==> config.mk <==
export PLATFORM = sky130hd
export DESIGN_NAME = ssd_scan_mux
export DESIGN_NICKNAME = d
export VERILOG_FILES = /design/src/rtl/ssd_pkg.sv /design/src/rtl/ssd_hex_decoder.sv /design/src/rtl/ssd_scan_mux.sv
export SDC_FILE = /design/constraint.sdc
export NUM_CORES = 1
export LEC_CHECK = 0
export BUFFER_PORTS_ARGS = -buffer_cell sky130_fd_sc_hd__buf_2
export CORE_MARGIN = 5
export CORE_UTILIZATION = 53
export DETAILED_ROUTE_END_ITERATION = 6
export PLACE_DENSITY = 0.73
export REMOVE_ABC_BUFFERS = 1
export SLEW_MARGIN = 30
export SYNTH_ARGS = -nofsm -noshare
export SYNTH_HDL_FRONTEND = slang
export SYNTH_SLANG_ARGS = --single-unit
export TNS_END_PERCENT = 10
==> constraint.sdc <==
create_clock -name clk -period 5.3 [get_ports clk]
set_clock_uncertainty 0.2 [all_clocks]
set_input_delay 0.795 -clock clk [delete_from_list [all_inputs] [get_ports clk]]
set_output_delay 0.795 -clock clk [all_outputs]
set_load 0.02 [all_outputs]
==> src/rtl/ssd_pkg.sv <==
// Shared seven-segment encodings for the display scanner.
// Patterns are active-low {a,b,c,d,e,f,g}, with a in the MSB.
package ssd_pkg;

  localparam logic [6:0] SEG_0     = 7'b0000001;
  localparam logic [6:0] SEG_1     = 7'b1001111;
  localparam logic [6:0] SEG_2     = 7'b0010010;
  localparam logic [6:0] SEG_3     = 7'b0000110;
  localparam logic [6:0] SEG_4     = 7'b1001100;
  localparam logic [6:0] SEG_5     = 7'b0100100;
  localparam logic [6:0] SEG_6     = 7'b0100000;
  localparam logic [6:0] SEG_7     = 7'b0001111;
  localparam logic [6:0] SEG_8     = 7'b0000000;
  localparam logic [6:0] SEG_9     = 7'b0000100;
  localparam logic [6:0] SEG_A     = 7'b0001000;
  localparam logic [6:0] SEG_B     = 7'b1100000;
  localparam logic [6:0] SEG_C     = 7'b0110001;
  localparam logic [6:0] SEG_D     = 7'b1000010;
  localparam logic [6:0] SEG_E     = 7'b0110000;
  localparam logic [6:0] SEG_F     = 7'b0111000;
  localparam logic [6:0] SEG_BLANK = 7'h7F;

  function automatic logic [6:0] hex_to_seg(input logic [3:0] nibble);
    case (nibble)
      4'h0:    hex_to_seg = SEG_0;
      4'h1:    hex_to_seg = SEG_1;
      4'h2:    hex_to_seg = SEG_2;
      4'h3:    hex_to_seg = SEG_3;
      4'h4:    hex_to_seg = SEG_4;
      4'h5:    hex_to_seg = SEG_5;
      4'h6:    hex_to_seg = SEG_6;
      4'h7:    hex_to_seg = SEG_7;
      4'h8:    hex_to_seg = SEG_8;
      4'h9:    hex_to_seg = SEG_9;
      4'hA:    hex_to_seg = SEG_A;
      4'hB:    hex_to_seg = SEG_B;
      4'hC:    hex_to_seg = SEG_C;
      4'hD:    hex_to_seg = SEG_D;
      4'hE:    hex_to_seg = SEG_E;
      4'hF:    hex_to_seg = SEG_F;
      default: hex_to_seg = SEG_BLANK;
    endcase
  endfunction

endpackage

==> src/rtl/ssd_hex_decoder.sv <==
// Combinational hex nibble to active-low a..g segment pattern.
module ssd_hex_decoder
  import ssd_pkg::*;
(
  input  logic [3:0] nibble,
  output logic [6:0] seg
);

  assign seg = hex_to_seg(nibble);

endmodule

==> src/rtl/ssd_scan_mux.sv <==
// N-digit common-anode seven-segment scanner with guard time, PWM dimming,
// leading-zero blanking and a frame-synchronous shadow copy of the inputs.
module ssd_scan_mux
  import ssd_pkg::*;
#(
  parameter int NUM_DIGITS  = 4,
  parameter int REFRESH_DIV = 100000,
  parameter int GUARD       = 16,
  parameter int DUTY_BITS   = 4
) (
  input  logic                    clk,
  input  logic                    rst_n,
  input  logic [4*NUM_DIGITS-1:0] digits,
  input  logic [NUM_DIGITS-1:0]   dp,
  input  logic [NUM_DIGITS-1:0]   digit_en,
  input  logic                    blank_lz,
  input  logic [DUTY_BITS-1:0]    brightness,
  output logic [7:0]              ssd_cathode,
  output logic [NUM_DIGITS-1:0]   ssd_anode,
  output logic                    frame_tick
);

  localparam int PRE_W  = $clog2(REFRESH_DIV);
  localparam int SLOT_W = $clog2(NUM_DIGITS);

  localparam logic [PRE_W-1:0]  PRE_LAST  = PRE_W'(REFRESH_DIV - 1);
  localparam logic [PRE_W-1:0]  GUARD_END = PRE_W'(GUARD);
  localparam logic [SLOT_W-1:0] SLOT_LAST = SLOT_W'(NUM_DIGITS - 1);

  logic [PRE_W-1:0]                 prescaler;
  logic [SLOT_W-1:0]                slot;
  logic [DUTY_BITS-1:0]             pwm_cnt;

  logic [NUM_DIGITS-1:0][3:0]       sh_nib;
  logic [NUM_DIGITS-1:0]            sh_dp;
  logic [NUM_DIGITS-1:0]            sh_en;
  logic                             sh_blank_lz;

  logic                             capture;
  logic                             pwm_on;
  logic                             digit_active;
  logic [NUM_DIGITS-1:0]            lz_blank;
  logic [NUM_DIGITS-1:0]            anode_sel;
  logic [6:0]                       seg;

  assign capture = (slot == '0) && (prescaler == '0);

  always_ff @(posedge clk or negedge rst_n) begin
    if (!rst_n) begin
      prescaler <= '0;
      slot      <= '0;
      pwm_cnt   <= '0;
    end else begin
      pwm_cnt <= pwm_cnt + 1'b1;
      if (prescaler == PRE_LAST) begin
        prescaler <= '0;
        slot      <= (slot == SLOT_LAST) ? '0 : slot + 1'b1;
      end else begin
        prescaler <= prescaler + 1'b1;
      end
    end
  end

  // Inputs are only sampled at frame start so a frame never mixes old and new values.
  always_ff @(posedge clk or negedge rst_n) begin
    if (!rst_n) begin
      sh_nib      <= '0;
      sh_dp       <= '0;
      sh_en       <= '0;
      sh_blank_lz <= 1'b0;
      frame_tick  <= 1'b0;
    end else begin
      frame_tick <= capture;
      if (capture) begin
        sh_nib      <= digits;
        sh_dp       <= dp;
        sh_en       <= digit_en;
        sh_blank_lz <= blank_lz;
      end
    end
  end

  // Walk down from the most significant digit; blanking stops at the first non-zero.
  always_comb begin
    logic zero_above;
    lz_blank   = '0;
    zero_above = 1'b1;
    for (int i = NUM_DIGITS - 1; i >= 1; i--) begin
      zero_above  = zero_above & (sh_nib[i] == 4'd0);
      lz_blank[i] = sh_blank_lz & zero_above;
    end
  end

  ssd_hex_decoder u_hex_decoder (
    .nibble (sh_nib[slot]),
    .seg    (seg)
  );

  assign pwm_on = (&brightness) || (pwm_cnt < brightness);

  assign digit_active = (prescaler >= GUARD_END) && pwm_on &&
                        sh_en[slot] && !lz_blank[slot];

  always_comb begin
    anode_sel       = '1;
    anode_sel[slot] = 1'b0;
  end

  always_ff @(posedge clk or negedge rst_n) begin
    if (!rst_n) begin
      ssd_anode   <= '1;
      ssd_cathode <= 8'hFF;
    end else if (digit_active) begin
      ssd_anode   <= anode_sel;
      ssd_cathode <= {seg, ~sh_dp[slot]};
    end else begin
      ssd_anode   <= '1;
      ssd_cathode <= 8'hFF;
    end
  end

endmodule
==> results of run 1 <==
[cells by family after synthesis]
group | Yosys count | synth area share [%]
simple gates | 78 | 15.1
flops | 61 | 51.3
mux | 36 | 15.7
compound gates | 19 | 4.17
buf+inv | 19 | 2.92
fa+ha+maj | 16 | 6.67
xor+xnor | 14 | 4.08
[cells in the mapped netlist (4+ instances only)]
| cell | n |
|---|---|
| dfstp_2 | 12 |
| nand3_1 | 17 |
| clkbuf_1 | 5 |
| inv_1 | 11 |
| xnor2_1 | 4 |
| mux4_2 | 6 |
| nand2_1 | 10 |
| dfrtp_1 | 49 |
| and2_1 | 4 |
| xor2_1 | 10 |
| mux2_2 | 29 |
| ha_1 | 16 |
| o21ai_0 | 6 |
| nand4_1 | 10 |
| nor4_1 | 5 |
| nor2_1 | 11 |
[final timing paths]
check                                                 to                 start  slack [ps]
worst max-delay path            ssd_cathode[5]$_DFF_PN1_   slot[0]$_DFFE_PN0N_        2790
worst min register to register      pwm_cnt[0]$_DFF_PN0_  pwm_cnt[0]$_DFF_PN0_         290
worst min-delay path                pwm_cnt[0]$_DFF_PN0_  pwm_cnt[0]$_DFF_PN0_         290
min in group asynchronous           pwm_cnt[3]$_DFF_PN0_                 rst_n         430
worst max register to register  ssd_cathode[5]$_DFF_PN1_   slot[0]$_DFFE_PN0N_        2790
max in group asynchronous        prescaler[13]$_DFF_PN0_                 rst_n        4000
[final cells by class]
cell class                      instances  share of cell area, %
Multi-Input combinational cell        163                   39.8
Tap cell                               72                   2.61
Inverter                               11                   1.20
Timing Repair Buffer                   45                   6.66
Sequential cell                        61                   44.6
Clock buffer                           14                   5.00
Clock inverter                          1                  0.145
[through the flow]
step	setup WS [ps]	std cells	utilization [%]
2_1_floorplan	2730	235	-
3_3_place_gp	2870	352	59.5
3_5_place_dp	2820	352	59.5
4_1_cts	2780	367	62.7
5_1_grt	2610	367	62.7
6_report	2790	367	62.7
[power by group]
group	switching, W	internal (W)	total, W
Clock	0.000158	0.000205	0.000363
Sequential	0.00000776	0.000485	0.000493
Combinational	0.0000369	0.0000312	0.0000682
[per-layer routing]
| metal | vias up | global-route usage (%) |
|---|---|---|
| li1 | 970 | - |
| met1 | 927 | 24.1 |
| met2 | 45 | 22.4 |
| met3 | 7 | 5.34 |
| met4 | 0 | 6.04 |
| met5 | - | 0 |
[registers in the layout, indices dropped and copies added, names as in the netlist]
name         flops
sh_nib          16
sh_blank_lz      1
sh_en            4
pwm_cnt          4
sh_dp            4
slot             2
ssd_anode        4
frame_tick       1
prescaler       17
ssd_cathode      8
[critical path: stages (launching register included)]
cell	delay [ps]
dfrtp_1	680
mux4_2	650
inv_1	160
ha_1	180
or3b_2	440
o2111ai_1	110
==> key figures, run 1 <==
Global route
  – Global-route wire length before repair: 9380 um
  – Initial antenna violation count: 0
  – Gr ovfl total: 0
  – GRT Overall Usage: 16.4%
  – Pin count of the biggest net entering global routing: 62
  – Vias in the first global route: 2020

Yosys
  – Top cells by area, synth: dfrtp_1 41%, mux2_2 11%, dfstp_2 11%, ha_1 6.7%, mux4_2 4.5%
  – Syn Inst Count: 243
  – Mapped Area: 3000 um^2
  – Sequential fraction of the synthesis area: 51.3%
  – Area leader, netlist: dfrtp_1
  – Avg Inst Size Synth: 12.4 um^2
  – Asr flop ratio synth: 100%
  – Netlist cell types: 38
  – Post-synth EDFFs: 0
  – Register bit total from synthesis: 61
  – Top cell type's share of synthesized area: 40.8%
  – Top_reg_cell synth: dfrtp_1
  – Synth warn: 0

Die
  – Core Region: 5510 um^2
  – Ports: 44
  – Initial Util: 54.5%
  – Die ar.: 7270 um^2
  – DIE HEIGHT: 85.3 um
  – Die width: 85.3 um
  – Rows: 27

Final layout
  – Area delta synth->final: 15.0%
  – Most frequent cells in the layout: 49 x dfrtp_1, 43 x buf_2, 29 x mux2_2
  – Register Area: 1540 um^2
  – Antenna diodes: 0
  – Fill cells: 438
  – Commonest non-fill, non-tap cell in the layout: dfrtp_1
  – Fin area: 3450 um^2
  – Multi-input gate area: 1370 um^2
  – Final nets: 338
  – Fraction of layout cells with a size suffix above 1: 37.3%

Clocking
  – Reg clk slew, reported paths: 60 ps
  – Post-CTS Resized: 0
  – # clock sinks: 61
  – Clock root cell: clkbuf_8
  – CTS buffer count: 9
  – Postcts setup bufs: 0
  – Post-CTS Hold Fix Bufs: 0
  – Clock Path Buffers: 2
  – Clk Latency, worst-skew pair: 320 ps
  – Htree depth: 3
  – TritonCTS clock tree: done

Worst setup path
  – Worst EP required: 5350 ps
  – Cells on worst reg2reg path: 5
  – CP endpoint kind: register
  – Worst setup path class: reg -> reg
  – Critical Path Start Type: register
  – Crit path DAT: 2550 ps
  – Crit Path Max Fanout: 13

Placement
  – IO buf count: 43
  – Gpl congestion: 0.772
  – Dpl hpwl: 3690 um
  – Cell area after placement: 3280 um^2

Route
  – Met3 wire len: 318 um
  – DR vias/cell: 5.31
  – Total wire length: 5250 um
  – Antenna Nets Post-Route: 0
  – Starting DRT DRC Count: 82
  – Met2 wire length: 2220 um
  – First drt pass iteration count: 4
  – Top sig layer: met4
  – Via Count: 1949
  – Per-cell routed wire length: 14.3 um
  – Drc violations: 0
  – Wl on met1: 2630 um

Hold path
  – Hold Path Class: reg -> reg
  – Hold Path Stages: 1

Timing
  – Final hold violation count: 0
  – Final cycle utilization of the critical path: 47.3%
  – Tmin final: 2510 ps
  – Fmax achieved: 0.398 GHz
  – Setup TNS: 0 ps
  – RSZ-0062 raised after global routing: no
  – Slew Limit Fails: 0
  – Worst slew margin: 51.2%
  – Tightest Pin Transition: 732 ps
  – Final setup violation count: 0
  – Worst Hold Margin: 286 ps

Pwr
  – Cell Pwr Density: 267 nW/um^2
  – Overall Power: 0.000924 W
  – Leak: 1.56 nW
  – VDD IR max: 151 uV

Job
  – Max-cap check violation count: 0

Outcome
  – Outcome: finished, final reports clean
Note: power is estimated with default switching activity, not from simulation.
==> run 2: changes to the inputs <==
- ABC_AREA: default -> 1
- PLACE_DENSITY: 0.73 -> 0.72
- clock period: 5.3 -> 2.6 ns (I/O delays scaled with it)
==> run 2 against run 1 <==
  * Power rose by 140%
  * Setup slack lost 2200 ps
  * Via count increased by 42%
  * Non-clock buffer count grew 3
  * Routed wire length up 29%
  * Clock power rose to 2.8 times the previous value
  * Register-to-register slack worse by 2200 ps
  * Critical endpoint is now ssd_cathode[4]$_DFF_PN1_
  * Global-route usage up 3.0 points
  * Area after synthesis grew 11%
  * Sequential power is 100% higher
  * Critical path type unchanged
  * Cell area rose by 11%
  * Worst hold slack got worse by 250 ps
==> key figures, run 2 <==
Yosys
  – Top cells by count, synth: 161 x nand2_1, 49 x dfrtp_1, 43 x nor2_1, 36 x inv_1, 29 x nand3_1
  – Top cell type's share of synthesized area: 36.9%
  – Register bit total from synthesis: 61
  – Avg Inst Size Synth: 7.84 um^2
  – Most frequent cell after synthesis: nand2_1
  – Asr flop ratio synth: 100%
  – Synth warn: 0
  – Post-synth EDFFs: 0
  – Top_reg_cell synth: dfrtp_1
  – Netlist cell types: 29
  – Top cells by area, synth: dfrtp_1 37%, nand2_1 18%, dfstp_2 9.5%, ha_1 6.0%, nor2_1 4.9%
  – Area leader, netlist: dfrtp_1
  – Mapped Area: 3330 um^2
  – Syn Inst Count: 424
  – Sequential fraction of the synthesis area: 46.4%

Timing
  – Fmax achieved: 0.499 GHz
  – Final setup violation count: 0
  – Tightest Pin Transition: 638 ps
  – Final cycle utilization of the critical path: 77.1%
  – Worst slew margin: 57.4%
  – Setup TNS: 0 ps
  – Slew Limit Fails: 0
  – Worst Hold Margin: 35.8 ps
  – Final hold violation count: 0
  – RSZ-0062 raised after global routing: no
  – Tmin final: 2000 ps

Route
  – Met3 wire len: 353 um
  – Top sig layer: met4
  – Drc violations: 0
  – DR vias/cell: 5.00
  – Met2 wire length: 2900 um
  – First drt pass iteration count: 4
  – Wl on met1: 3380 um
  – Via Count: 2770
  – Total wire length: 6760 um
  – Starting DRT DRC Count: 145
  – Antenna Nets Post-Route: 0
  – Per-cell routed wire length: 12.2 um

Final layout
  – Largest register by flop count: prescaler
  – Largest registers in the final layout: prescaler: 17 flops, sh_nib: 16 flops, ssd_cathode: 8 flops
  – Final nets: 521
  – Area delta synth->final: 15.7%
  – Commonest non-fill, non-tap cell in the layout: nand2_1
  – Final core occ: 63.8%
  – Fraction of layout cells with a size suffix above 1: 21.9%
  – Max reg flops: 17
  – Most frequent cells in the layout: 161 x nand2_1, 49 x dfrtp_1, 43 x nor2_1, 43 x buf_2, 36 x inv_1
  – Antenna diodes: 0

Die
  – Die ar.: 7960 um^2
  – DIE HEIGHT: 89.2 um
  – Ports: 44
  – Rows: 28
  – Core Region: 6030 um^2
  – Die width: 89.2 um
  – Initial Util: 55.2%

Pwr
  – Sw Ratio: 21.4%
  – Combinational power share: 7.2%
  – Cell Pwr Density: 566 nW/um^2
  – Overall Power: 0.00218 W
  – Clock network power share: 46.7%
  – Leak: 2.04 nW
  – Internal: 0.00171 W
  – Reg power frac: 46.1%
  – Sw Pwr: 0.000467 W
  – VDD IR max: 307 uV

Placement
  – Gpl congestion: 0.955
  – IO buf count: 43
  – Dpl hpwl: 4760 um

Clocking
  – Post-CTS Resized: 0
  – Reg clk slew, reported paths: 70 ps
  – Postcts setup bufs: 0
  – CTS buffer count: 9
  – Clock root cell: clkbuf_8
  – # clock sinks: 61
  – Clock Path Buffers: 2
  – Htree depth: 3
  – TritonCTS clock tree: done
  – Clk Latency, worst-skew pair: 340 ps

Worst setup path
  – CP endpoint kind: register
  – Worst setup path class: reg -> reg
  – Crit path DAT: 2090 ps
  – Register-to-register setup slack: 600 ps
  – Critical Path Start Type: register
  – Worst EP required: 2680 ps
  – Cells on worst reg2reg path: 12
  – Reg2reg end: ssd_cathode[4]$_DFF_PN1_
  – Launch point of the worst reg-to-reg path: slot[0]$_DFFE_PN0N_
  – Crit Path Max Fanout: 17

Hold path
  – Hold Path Stages: 3
  – Hold Path Class: in -> reg
  – Hold Crit Start: digits[4]
  – Hold EP: sh_nib[4]$_DFFE_PN0P_

Global route
  – Initial antenna violation count: 0
  – Pin count of the biggest net entering global routing: 62
  – GRT Overall Usage: 19.4%
  – Vias in the first global route: 2727
  – Gr ovfl total: 0
  – Global-route wire length before repair: 11900 um

Job
  – Max-cap check violation count: 0

Outcome
  – Outcome: finished, final reports clean
==> run 2: changes by cell type after synthesis, moves of 7 or more <==
| cell | previous run | this run |
|---|---|---|
| nand2_1 | 10 | 161 |
| inv_1 | 11 | 36 |
| nand3_1 | 17 | 29 |
| nand2_2 | 0 | 12 |
| nor2_2 | 0 | 7 |
| nor2_1 | 11 | 43 |
| mux2_2 | 29 | 0 |
==> run 2: power by group through the flow <==
stage                     Combinational (W)  Clock, W  Sequential (W)
final                              0.000156   0.00102         0.00100
after global routing               0.000181   0.00108         0.00101
after CTS                          0.000159   0.00104         0.00100
after detailed placement           0.000156         0         0.00102
after global placement             0.000152         0         0.00102
after floorplan                   0.0000724         0         0.00103
==> run 2: stage by stage <==
stage	cells	setup WS, ps	cell area, um^2
6_report	554	595	3850
5_1_grt	554	427	3850
4_1_cts	554	614	3850
3_5_place_dp	537	537	3600
3_3_place_gp	537	598	3600
2_1_floorplan	415	379	3240
==> run 2: final cells by class <==
cell class | count | area [um^2]
Tap cell | 75 | 93.8
Multi-Input combinational cell | 312 | 1540
Clock buffer | 12 | 145
Clock inverter | 4 | 95.1
Fill cell | 528 | 2180
Timing Repair Buffer | 48 | 268
Sequential cell | 61 | 1540
Inverter | 42 | 160
==> run 2: worst max path at each step <==
stage	start	endpoint	depth (start not counted)
2_1_floorplan	slot[0]$_DFFE_PN0N_	sh_blank_lz$_DFFE_PN0P_	7
3_3_place_gp	brightness[3]	ssd_cathode[4]$_DFF_PN1_	9
3_5_place_dp	brightness[3]	ssd_cathode[4]$_DFF_PN1_	9
4_1_cts	slot[0]$_DFFE_PN0N_	ssd_cathode[4]$_DFF_PN1_	12
5_1_grt	slot[0]$_DFFE_PN0N_	ssd_cathode[4]$_DFF_PN1_	12
6_report	slot[0]$_DFFE_PN0N_	ssd_cathode[4]$_DFF_PN1_	12
==> run 2: kinds of logic after synthesis <==
kind of cell	after synthesis	synth area share [%]
buffers and inverters	51	7.26
XOR/XNOR	10	2.63
flip-flops	61	46.4
adder cells (fa/ha/maj)	16	6.02
AO/OA/AOI/OAI	12	2.18
AND/OR/NAND/NOR	274	35.6
==> run 2: layer usage <==
layer / GRT usage, % / vias up
met5: 0 / -
met4: 10.0 / 0
met3: 3.50 / 12
met2: 28.4 / 69
met1: 27.4 / 1271
li1: - / 1418
==> run 2: critical path, stage by stage (launching register included) <==
cell and delay (ps):
dfrtp_1 390, inv_2 250, nand2_1 120, nand3_1 80
nand2_1 140, ha_1 350, inv_1 60, nand3_1 80
nand2_1 80, nand2_1 40, nand2_1 60, inv_1 40
nand2_1 50
==> run 2: what timing repair did <==
item                                    in CTS  in global routing
hold endpoints to repair                    49                  0
hold buffers                                 1                  0
endpoints found under the setup margin       0                  0
